===== config.mk =====
export PLATFORM = sky130hd
export DESIGN_NAME = cuca1_useq
export DESIGN_NICKNAME = d
export VERILOG_FILES = /design/src/rtl/cuca1_pkg.sv /design/src/rtl/cuca1_useq_next.sv /design/src/rtl/cuca1_useq.sv
export SDC_FILE = /design/constraint.sdc
export NUM_CORES = 1
export LEC_CHECK = 0
export CORE_UTILIZATION = 34
export DETAILED_ROUTE_END_ITERATION = 8
export PLACE_DENSITY = 0.85
export SLEW_MARGIN = 20
export SYNTH_ARGS = -nofsm -noshare
export SYNTH_HDL_FRONTEND = slang
export SYNTH_SLANG_ARGS = --single-unit

===== constraint.sdc =====
create_clock -name clock -period 1.8 [get_ports clock]
set_input_delay 0.36 -clock clock [delete_from_list [all_inputs] [get_ports clock]]
set_output_delay 0.36 -clock clock [all_outputs]
set_load 0.03 [all_outputs]

===== src/rtl/cuca1_pkg.sv =====
// Shared types for the cuca1 datapath: control-pin map, microword layout and
// sequencer field encodings.
package cuca1_pkg;

  localparam int CTRL_W_DEF = 16;
  localparam int UPC_W_DEF  = 7;
  localparam int OPC_W_DEF  = 4;

  typedef enum logic [3:0] {
    PIN_PC_INC   = 4'd0,
    PIN_PC_LD    = 4'd1,
    PIN_IR_LD    = 4'd2,
    PIN_A_LD     = 4'd3,
    PIN_B_LD     = 4'd4,
    PIN_ALU_OE   = 4'd5,
    PIN_MEM_RD   = 4'd6,
    PIN_MEM_WR   = 4'd7,
    PIN_MAR_LD   = 4'd8,
    PIN_MDR_LD   = 4'd9,
    PIN_MDR_OE   = 4'd10,
    PIN_ALU_OP0  = 4'd11,
    PIN_ALU_OP1  = 4'd12,
    PIN_FLAGS_LD = 4'd13,
    PIN_OUT_LD   = 4'd14,
    PIN_HALT     = 4'd15
  } enum_microprogram_pin;

  localparam int MEM_RD_BIT_DEF = PIN_MEM_RD;
  localparam int MEM_WR_BIT_DEF = PIN_MEM_WR;
  localparam int HALT_BIT_DEF   = PIN_HALT;

  typedef enum logic [1:0] {
    SEQ_NEXT     = 2'd0,
    SEQ_JUMP     = 2'd1,
    SEQ_DISPATCH = 2'd2,
    SEQ_END      = 2'd3
  } seq_t;

  typedef enum logic [1:0] {
    COND_ALWAYS = 2'd0,
    COND_ZERO   = 2'd1,
    COND_CARRY  = 2'd2,
    COND_NZERO  = 2'd3
  } cond_t;

  typedef enum logic [1:0] {
    ST_RUN      = 2'd0,
    ST_WAIT_MEM = 2'd1,
    ST_HALTED   = 2'd2
  } useq_state_t;

  // Bit offsets of the microword fields above the control-pin field.
  localparam int UW_SEQ_LSB    = CTRL_W_DEF;
  localparam int UW_COND_LSB   = CTRL_W_DEF + 2;
  localparam int UW_TARGET_LSB = CTRL_W_DEF + 4;
  localparam int UWORD_W       = CTRL_W_DEF + 4 + UPC_W_DEF;

  typedef struct packed {
    logic [UPC_W_DEF-1:0]  target;
    cond_t                 cond;
    seq_t                  seq;
    logic [CTRL_W_DEF-1:0] ctrl;
  } microword_t;

  function automatic logic cond_met(input cond_t c, input logic zero,
                                    input logic carry);
    logic r;
    r = 1'b1;
    case (c)
      COND_ALWAYS: r = 1'b1;
      COND_ZERO:   r = zero;
      COND_CARRY:  r = carry;
      COND_NZERO:  r = ~zero;
      default:     r = 1'b1;
    endcase
    return r;
  endfunction

endpackage


===== src/rtl/cuca1_useq_next.sv =====
// Next micro-PC selection: purely combinational, evaluated for the line that
// is currently addressed by the sequencer.
module cuca1_useq_next
  import cuca1_pkg::*;
#(
  parameter int UPC_W = UPC_W_DEF,
  parameter int OPC_W = OPC_W_DEF
) (
  input  logic [1:0]       i_seq,
  input  logic [1:0]       i_cond,
  input  logic             i_alu_zero,
  input  logic             i_alu_carry,
  input  logic [UPC_W-1:0] i_target,
  input  logic [OPC_W-1:0] i_opcode,
  input  logic [UPC_W-1:0] i_upc,
  output logic [UPC_W-1:0] o_upc_nxt
);

  seq_t             w_seq;
  cond_t            w_cond;
  logic [UPC_W-1:0] w_upc_inc;
  logic [UPC_W-1:0] w_dispatch;

  assign w_seq  = seq_t'(i_seq);
  assign w_cond = cond_t'(i_cond);

  // Both sums wrap naturally at the micro-PC width.
  assign w_upc_inc  = i_upc + UPC_W'(1);
  assign w_dispatch = i_target + UPC_W'(i_opcode);

  always_comb begin
    o_upc_nxt = w_upc_inc;
    case (w_seq)
      SEQ_NEXT:     o_upc_nxt = w_upc_inc;
      SEQ_JUMP:     o_upc_nxt = cond_met(w_cond, i_alu_zero, i_alu_carry)
                                ? i_target : w_upc_inc;
      SEQ_DISPATCH: o_upc_nxt = w_dispatch;
      SEQ_END:      o_upc_nxt = '0;
      default:      o_upc_nxt = w_upc_inc;
    endcase
  end

endmodule


===== src/rtl/cuca1_useq.sv =====
// cuca1 microprogram sequencer: addresses the microcode store, stalls on
// memory lines until acknowledged, and parks in HALTED on a halt line.
module cuca1_useq
  import cuca1_pkg::*;
#(
  parameter int CTRL_W     = CTRL_W_DEF,
  parameter int UPC_W      = UPC_W_DEF,
  parameter int OPC_W      = OPC_W_DEF,
  parameter int MEM_RD_BIT = MEM_RD_BIT_DEF,
  parameter int MEM_WR_BIT = MEM_WR_BIT_DEF,
  parameter int HALT_BIT   = HALT_BIT_DEF
) (
  input  logic                      clock,
  input  logic                      n_reset,
  input  logic [CTRL_W+4+UPC_W-1:0] uword,
  input  logic [OPC_W-1:0]          ir_opcode,
  input  logic                      alu_zero,
  input  logic                      alu_carry,
  input  logic                      mem_ack,
  output logic [UPC_W-1:0]          upc,
  output logic [CTRL_W-1:0]         ctrl,
  output logic                      instr_done,
  output logic                      halted
);

  useq_state_t      r_state;
  useq_state_t      w_state_nxt;
  logic [UPC_W-1:0] r_upc;
  logic             r_instr_done;

  logic [CTRL_W-1:0] w_ctrl_field;
  logic [1:0]        w_seq;
  logic [1:0]        w_cond;
  logic [UPC_W-1:0]  w_target;
  logic [UPC_W-1:0]  w_upc_nxt;
  logic              w_mem_pending;
  logic              w_halt_req;
  logic              w_active;
  logic              w_retire;
  logic              w_advance;

  assign w_ctrl_field = uword[CTRL_W-1:0];
  assign w_seq        = uword[CTRL_W+:2];
  assign w_cond       = uword[CTRL_W+2+:2];
  assign w_target     = uword[CTRL_W+4+:UPC_W];

  assign w_mem_pending = w_ctrl_field[MEM_RD_BIT] | w_ctrl_field[MEM_WR_BIT];
  assign w_halt_req    = w_ctrl_field[HALT_BIT];

  // A line retires when it needs no memory or memory acknowledges it; the
  // flags and ack are therefore always sampled in the retire cycle.
  assign w_active  = (r_state != ST_HALTED);
  assign w_retire  = w_active & (~w_mem_pending | mem_ack);
  assign w_advance = w_retire & ~w_halt_req;

  cuca1_useq_next #(
    .UPC_W (UPC_W),
    .OPC_W (OPC_W)
  ) u_next (
    .i_seq       (w_seq),
    .i_cond      (w_cond),
    .i_alu_zero  (alu_zero),
    .i_alu_carry (alu_carry),
    .i_target    (w_target),
    .i_opcode    (ir_opcode),
    .i_upc       (r_upc),
    .o_upc_nxt   (w_upc_nxt)
  );

  always_ff @(posedge clock) begin
    if (!n_reset) begin
      r_state <= ST_RUN;
    end else begin
      r_state <= w_state_nxt;
    end
  end

  always_comb begin
    w_state_nxt = r_state;
    case (r_state)
      ST_RUN, ST_WAIT_MEM: begin
        if (!w_retire) begin
          w_state_nxt = ST_WAIT_MEM;
        end else if (w_halt_req) begin
          w_state_nxt = ST_HALTED;
        end else begin
          w_state_nxt = ST_RUN;
        end
      end
      ST_HALTED: w_state_nxt = ST_HALTED;
      default:   w_state_nxt = ST_RUN;
    endcase
  end

  always_ff @(posedge clock) begin
    if (!n_reset) begin
      r_upc        <= '0;
      r_instr_done <= 1'b0;
    end else begin
      if (w_advance) begin
        r_upc <= w_upc_nxt;
      end
      r_instr_done <= w_advance & (seq_t'(w_seq) == SEQ_END);
    end
  end

  // The store read is combinational on upc, so a stalled line keeps its
  // control pins simply because upc holds.
  always_comb begin
    ctrl       = '0;
    halted     = (r_state == ST_HALTED);
    upc        = r_upc;
    instr_done = r_instr_done;
    if (n_reset && (r_state != ST_HALTED)) begin
      ctrl = w_ctrl_field;
    end
  end

endmodule

==> After elaboration in Yosys (flattened, before gate mapping) <==
Index checks and enable logic that the tools add are counted.
{ "classes": {"shift": 0, "eq_ne": 9, "magnitude_cmp": 0, "add_sub_neg": 2, "n_mux": 8, "bitwise": 8, "n_reduce_logical": 5, "n_div": 0, "n_mul": 0} }
{ "op_table": {"columns": ["op", "n"], "rows": [
  ["$pmux 7 s4", 1],
  ["$mux 16", 1],
  ["$eq 2x2->1 const B", 5],
  ["$add 7x1->7 const B", 1],
  ["$add 7x4->7", 1],
  ["$mux 7", 1],
  ["$eq 2x1->1 const B", 3],
  ["$logic_not 2->1", 3],
  ["$mux 2", 2],
  ["$pmux 1 s4", 1],
  ["$pmux 2 s2", 1],
  ["$and 1x1->1", 3],
  ["$not 1->1", 3],
  ["$ne 2x2->1 const B", 1],
  ["$or 1x1->1", 2],
  ["$reduce_or 2->1", 1],
  ["$logic_and 1x1->1", 1],
  ["$mux 1", 1]
]} }
{ "word_totals": {"mem_count": 0, "elab_cells": 35, "reg_bits": 10, "ram_bits": 0, "latchBits": 0, "output_inout_bits": 25, "rom_bits": 0, "input_bits": 36} }

==> Longest topological paths before layout <==
Gate-level depths: netlist of run 1.
{ "logic_depth": {"word_depth": 6, "depth_mapped": 7} }

==> Hierarchy <==
Synthesis of run 1 repeated with hierarchy kept, for this count alone.
{ "unflattened": {"cells_unflattened": 134, "area_unflattened_um2": 1032.2} }
{ "by_module_without_submodules": {"columns": ["module", "seq_area_each_um2", "area_per_inst_um2", "instances", "cells_per_inst"], "rows": [
  ["cuca1_useq", 200.2, 523.0, 1, 60],
  ["cuca1_useq_next", 0.0, 509.2, 1, 74]
]} }

==> Least setup slack after synthesis of run 1 <==
OpenSTA, ideal clock, no wires.
{ "synth_path": {"kind": "reg2out", "from": "register r_state[1]", "to": "output port ctrl[10]", "slack_ns": -0.134, "required_ns": 1.440, "path_stages_with_launch": 5, "n_path_buf": 1, "t_arrival_ns": 1.574, "path_cell_list": "dfxtp_1 > nor2b_1 > nor2b_1 > clkbuf_1 > and2_1"} }
{ "synth_via": {"elab_chain_len": 3} }
{ "synth_lines": {"columns": ["element", "line", "text"], "rows": [
  ["from (decl)", "cuca1_useq.sv:26", "useq_state_t r_state;"],
  ["from (signal assigned)", "cuca1_useq.sv:74", "r_state <= w_state_nxt;"],
  ["$ne 2x2->1", "cuca1_useq.sv:114", "if (n_reset && (r_state != ST_HALTED)) begin"],
  ["$logic_and 1x1->1", "cuca1_useq.sv:114", null],
  ["$mux 16", "cuca1_useq.sv:114", null],
  ["to (decl)", "cuca1_useq.sv:21", "output logic [CTRL_W-1:0] ctrl,"]
]} }
No other way between the ends.

==> Worst setup path in the final report of run 1 <==
{ "layout_path": {"from": "input port uword[18]", "to": "register r_upc[3], in the netlist upc[3]"} }
{ "layout_via": {"elab_chain_len": 5, "elab_cells_between_ends": 8, "classes_between": "eq/ne: 3; mux: 4; reduce/logical: 1"} }
{ "layout_lines": {"columns": ["element", "line", "text"], "rows": [
  ["from (decl)", "cuca1_useq.sv:15", "input logic [CTRL_W+4+UPC_W-1:0] uword,"],
  ["$eq 2x2->1 (tied with other cells)", "cuca1_pkg.sv:69", "case (c)"],
  ["$pmux 1 s4 (*)", "cuca1_pkg.sv:69", null],
  ["$mux 1 (*)", "cuca1_useq_next.sv:33", "case (w_seq)"],
  ["$mux 7 (*)", "cuca1_useq_next.sv:36", "? i_target : w_upc_inc;"],
  ["$pmux 7 s4 (*)", "cuca1_useq_next.sv:33", null],
  ["to (signal assigned)", "cuca1_useq.sv:101", "r_upc <= w_upc_nxt;"],
  ["to (decl)", "cuca1_useq.sv:28", "logic [UPC_W-1:0] r_upc;"]
]} }
Mark *: on every way between the ends. The rest lies on a longest branch, timed or not. The select of a mux whose other input is x is not followed.
A chain may end at the register's enable or synchronous reset.

==> metrics, run 1 <==
# fillers=208; drt drc=0; run status=complete, no violations; Synth top area share=19.8%; Worst setup SP type=input port; final WL=4110 um; top cells by area, synth=dfxtp_1, and2_1, ha_1; Worst EP arrival=1.94 ns; main combinational cell family by area after synthesis=simple AND/OR/NAND/NOR gates; GP Congestion=0.876; mapped cell area=1010 um2; die width=56.5 um; PD cells=500 nW/um2; Die Height=56.5 um; Initial DRC Count=61; Synth Net Count=175; CTS Buffer Depth=2; Slew @ Worst Pin=0.325 ns; WP data required=1.97 ns; Clock Skew=0.00282 ns; Final Hold Viols=0; Die ar.=3200 um2; GRT overflow=0; Synth Register Bits=10; most frequent cell after synthesis=and2_1; input/output buffers=60; Async SR Flop Fraction=0%; initial antenna violation count=0; max frequency=565 MHz; CTS sink cnt=10; most common library cells after synthesis=and2_1, dfxtp_1, nand2_1, nor2_1; setup violators final=0; Hold WS=0.523 ns; RSZ-0062 raised after global routing=true; Final HPWL DP=2960 um; Num CTS Buffers=3; Mean Syn Cell Area=7.60 um2; GRT Overall Usage=23.9%; Yosys warnings=0; Design Area, Final=2000 um2; Synth Flop Type=dfxtp_1; Cell variety after synth=44; CTS H-Tree Depth=1; vias in the first global route=1373; IO Count=61; Core Box Area=2780 um2; antenna diode count=0; DR pass1 iterations=4; Synth Area in Adders=8.17%; simple-gate share of the synthesized area=30.7%; Synth Instances=133; placed insts=246; Avg WL per Cell=16.0 um; clk_lat worst skew=0.27 ns; Setup crit end kind=flop; cell taking the most area after synthesis=dfxtp_1; Initial Util=36.3%; max-cap violation count=0; Post-synth EDFFs=0; fin cells=256; Final Cycle Share=98.3%; final net count=268; leak pwr=0.915 nW; Post-Synth XOR/XNOR Area=6.93%; Final Util=72.1%; largest net degree at the start of global routing=17; Layout area overhead=98.3%; mux share of post-synthesis cell area=0.990%; TritonCTS clock tree=done; vias per cell=5.70; Seq/Total Area, Yosys=19.8%; worst setup path class=in2reg; Final Critical Period=1.77 ns; ANT nets after route=0; CTS root buf=clkbuf_4; CTS clk-pin slew, worst paths=0.08 ns; fraction of layout instances using a drive strength above 1=36.4%; first-pass GRT wire length=5940 um; VDD IR max=0.384 mV; Synth Area in Compound Gates=27.5%; DP Area=1800 um2; Pins Over Slew Limit=0; vias post-DR=1459; slew margin rel.=78.3%; CP Max Fanout=5; HP Class=in2reg; std cell rows=19
routing by layer:
layer  routed length [um]  global-route usage [%]
met2                 2070                    43.4
met5                    0                       0
met4                  113                    11.5
met3                  502                    8.29
met1                 1430                    24.0
area by class of cell:
class                   instances  area [um2]  share of cell area [%]
flip-flops and latches         10         203                    10.1
repair buffers                 95         858                    42.8
multi-input cells             111         850                    42.4
inverters                       5        18.8                   0.936
well taps                      31        38.8                    1.94
clock buffers                   4        36.3                    1.81
final timing paths:
| kind | slack [ns] | depth (start not counted) | startpoint | to |
|---|---|---|---|---|
| worst min-delay path | 0.52 | 3 | n_reset | r_state[1] |
| worst min register to register | 0.54 | 2 | upc[6] | upc[6] |
| worst max-delay path | 0.03 | 6 | uword[18] | upc[3] |
| worst max register to register | 0.14 | 6 | upc[2] | upc[3] |
through the flow:
| step | total power, mW | setup WS [ns] | setup TNS, ns |
|---|---|---|---|
| after floorplan | 0.490 | 0.0284 | 0 |
| after global placement | 0.709 | -0.495 | -2.10 |
| after detailed placement | 0.725 | -0.565 | -2.42 |
| after CTS | 0.964 | -0.0852 | -0.104 |
| after global routing | 1.05 | -0.0408 | -0.0641 |
| final | 1.00 | 0.0307 | 0 |
critical path: stages:
cell	delay [ns]
clkdlybuf4s50_1	0.48
nand2b_1	0.09
or2_4	0.27
and2_4	0.19
a311o_1	0.33
a32o_1	0.23
report_power, final:
part / leakage (nW) / switching (mW) / total, mW / internal [mW]
Clock: 0.0210 / 0.0984 / 0.221 / 0.123
Sequential: 0.0827 / 0.0177 / 0.254 / 0.236
Combinational: 0.811 / 0.253 / 0.527 / 0.274
Total: 0.915 / 0.369 / 1.00 / 0.633
logic make-up (layout without fill, tap and decap cells):
| family | Yosys count | in the layout |
|---|---|---|
| AND/OR/NAND/NOR | 57 | 57 |
| AO/OA/AOI/OAI | 39 | 39 |
| buffers and inverters | 12 | 104 |
| flip-flops | 10 | 10 |
| XOR/XNOR | 8 | 8 |
| adder cells (fa/ha/maj) | 6 | 6 |
| multiplexers | 1 | 1 |
layout by cell type (no fill, tap or decap), types with 2 or more instances in the layout:
cell type,n
nand3_1,6
and2_1,14
nor2b_4,2
buf_4,41
ha_1,3
clkdlybuf4s50_1,32
nand4_1,2
clkbuf_4,3
nand2_1,9
dfxtp_2,2
nand2b_1,2
o21ai_0,5
xnor2_1,3
buf_6,10
and2_4,3
dlygate4sd2_1,6
a31oi_1,6
inv_1,5
o22ai_1,2
a21oi_1,6
xor2_1,5
nor2_1,8
nor3_2,2
dfxtp_1,8
dlymetal6s2s_1,4
repair_timing:
item,CTS,global route
hold buffers,0,0
cloned,0,1
endpoints found under the setup margin,14,23
gates resized for setup,21,27
pin swaps,10,10
buffers inserted,3,2
state kept, by name, summed over array words and instances (netlist names):
name        flops
r_state         2
instr_done      1
upc             7
No activity file was read; power rests on OpenSTA's default activity.
==> run 2: changes to the inputs <==
Settings changed: CORE_MARGIN set to 3.
==> metrics, run 2 (synthesis gave the netlist of run 1 again) <==
fraction of layout instances using a drive strength above 1=35.9% (was 36.4%); layer with the highest usage=met2 (unchanged); reg-to-reg endpoint=upc[5] (was upc[3]); most frequent cells in the layout=buf_4, clkdlybuf4s50_1, and2_1 (unchanged); Seq pwr share=25.6% (was 25.3%); Initial Util=36.0% (was 36.3%); HP Class=in2reg (unchanged); Final Util=71.1% (was 72.1%); input/output buffers=60 (unchanged); final net count=266 (was 268); Hold WS=0.483 ns (was 0.523 ns); final WL=3980 um (was 4110 um); met1 Track Usage GR=21.6% (was 24.0%); CTS root buf=clkbuf_4 (unchanged); switch share=36.4% (was 36.8%); final worst-path setup slack=0.0458 ns (was 0.0307 ns); internal power=629 uW (was 633 uW); Reg2Reg Setup Slack=0.15 ns (was 0.14 ns); Final Critical Period=1.75 ns (was 1.77 ns); leak pwr=0.926 nW (was 0.915 nW); worst setup path class=in2reg (unchanged); Die Height=60.5 um (was 56.5 um); Slew @ Worst Pin=0.434 ns (was 0.325 ns); Clock Skew=0.0142 ns (was 0.00282 ns); Initial DRC Count=51 (was 61); Final Cycle Share=97.5% (was 98.3%); Num CTS Buffers=3 (unchanged); commonest non-fill, non-tap cell in the layout=buf_4 (unchanged); Final Hold Viols=0 (unchanged); VDD IR max=0.216 mV (was 0.384 mV); run status=complete, no violations (unchanged); initial antenna violation count=0 (unchanged); Gate power share=52.6% (about the same); antenna diode count=0 (unchanged); Layout area overhead=97.3% (was 98.3%); NetSw=360 uW (was 369 uW); FF-to-FF path depth=5 (was 6); max reg flops=7 (unchanged); setup violators final=0 (unchanged); CP Max Fanout=3 (was 5); ANT nets after route=0 (unchanged); vias post-DR=1388 (was 1459); DR pass1 iterations=4 (unchanged); GRT overflow=0 (unchanged); CTS Buffer Depth=2 (unchanged); Core Box Area=2810 um2 (was 2780 um2); grt met3 use=4.26% (was 8.29%); GP Congestion=0.967 (was 0.876); worst-path cell chain=clkdlybuf4s50_1 -> ha_4 -> buf_4 -> inv_1 -> o21bai_1 -> xnor2_1 -> a221oi_1 -> a32o_1 (was clkdlybuf4s50_1 -> nand2b_1 -> or2_4 -> and2_4 -> a311o_1 -> a32o_1); Setup crit end kind=flop (unchanged); CP endpoint=upc[3] (unchanged); PD cells=496 nW/um2 (was 500 nW/um2); largest net degree at the start of global routing=11 (was 17); Avg WL per Cell=15.7 um (was 16.0 um); critical path's largest stage delay=0.45 ns (was 0.48 ns); CTS H-Tree Depth=1 (unchanged); Worst setup SP type=input port (unchanged); die width=60.5 um (was 56.5 um); Worst EP arrival=1.99 ns (was 1.94 ns); worst r2r src=upc[3] (was upc[2]); IO Count=61 (unchanged); total power=989 uW (was 1.00 mW); vias in the first global route=1332 (was 1373); GRT Overall Usage=21.4% (was 23.9%); drt drc=0 (unchanged); WP data required=2.03 ns (was 1.97 ns); CTS clk-pin slew, worst paths=0.08 ns (about the same); Pins Over Slew Limit=0 (unchanged); std cell rows=19 (unchanged); Place WS=-0.588 ns (was -0.565 ns); clk_lat worst skew=0.28 ns (was 0.27 ns); CTS sink cnt=10 (unchanged); Crit-path slowest cell=clkdlybuf4s50_1 (unchanged); max-cap violation count=0 (unchanged); RSZ-0062 raised after global routing=true (unchanged); Final HPWL DP=2930 um (was 2960 um); max frequency=570 MHz (was 565 MHz); vias per cell=5.46 (was 5.70); Clk pwr share=21.8% (was 22.1%); Die ar.=3660 um2 (was 3200 um2); TritonCTS clock tree=done (unchanged); Setup crit start=ir_opcode[2] (was uword[18]); slew margin rel.=71.0% (was 78.3%); met2 Use GR=41.5% (was 43.4%); first-pass GRT wire length=5840 um (was 5940 um)
[run 2: critical path: cells and delay by family]
family	cells	cell delay [ns]
AO/OA/AOI/OAI	3	0.61
buffers and inverters	3	0.61
adder cells (fa/ha/maj)	1	0.31
XOR/XNOR	1	0.10
[run 2: stage by stage]
step                area, um2  std cells  setup TNS (ns)
floorplan                1020        133               0
global placement         1800        247           -2.17
detailed placement       1800        247           -2.64
CTS                      1930        254         -0.0156
global route             1990        254         -0.0299
finish                   1990        254               0
[run 2: cell type report]
class	count	area, um2
Clock buffer	4	36.3
Fill cell	224	811
Inverter	5	18.8
Multi-Input combinational cell	111	861
Sequential cell	10	203
Tap cell	31	38.8
Timing Repair Buffer	93	837
[run 2: what timing repair did]
| item | CTS | global route |
|---|---|---|
| buffers inserted | 2 | 0 |
| endpoints found under the setup margin | 23 | 24 |
| pin swaps | 9 | 5 |
| gates resized for setup | 27 | 20 |
| hold buffers | 0 | 0 |
| cloned | 1 | 0 |
[run 2: power by group through the flow]
stage	combinational, mW	sequential, mW	clock [mW]
finish	0.521	0.253	0.215
global route	0.554	0.256	0.231
CTS	0.494	0.252	0.217
detailed placement	0.468	0.257	0
global placement	0.456	0.255	0
floorplan	0.215	0.275	0
[run 2: how the worst min path moves through the flow]
stage	startpoint	to	slack, ns	cells past startpoint
CTS	upc[6]	upc[6]	0.54	2
detailed placement	upc[6]	upc[6]	0.52	2
floorplan	r_state[1]	r_state[0]	0.51	1
finish	uword[20]	upc[0]	0.48	3
global route	uword[20]	upc[0]	0.50	3
global placement	upc[6]	upc[6]	0.50	2
[run 2: metal layers]
metal,up-vias,share of wire (%)
met2,89,51
met5,-,0
met1,618,35
li1,666,-
met3,15,11
met4,0,3.4
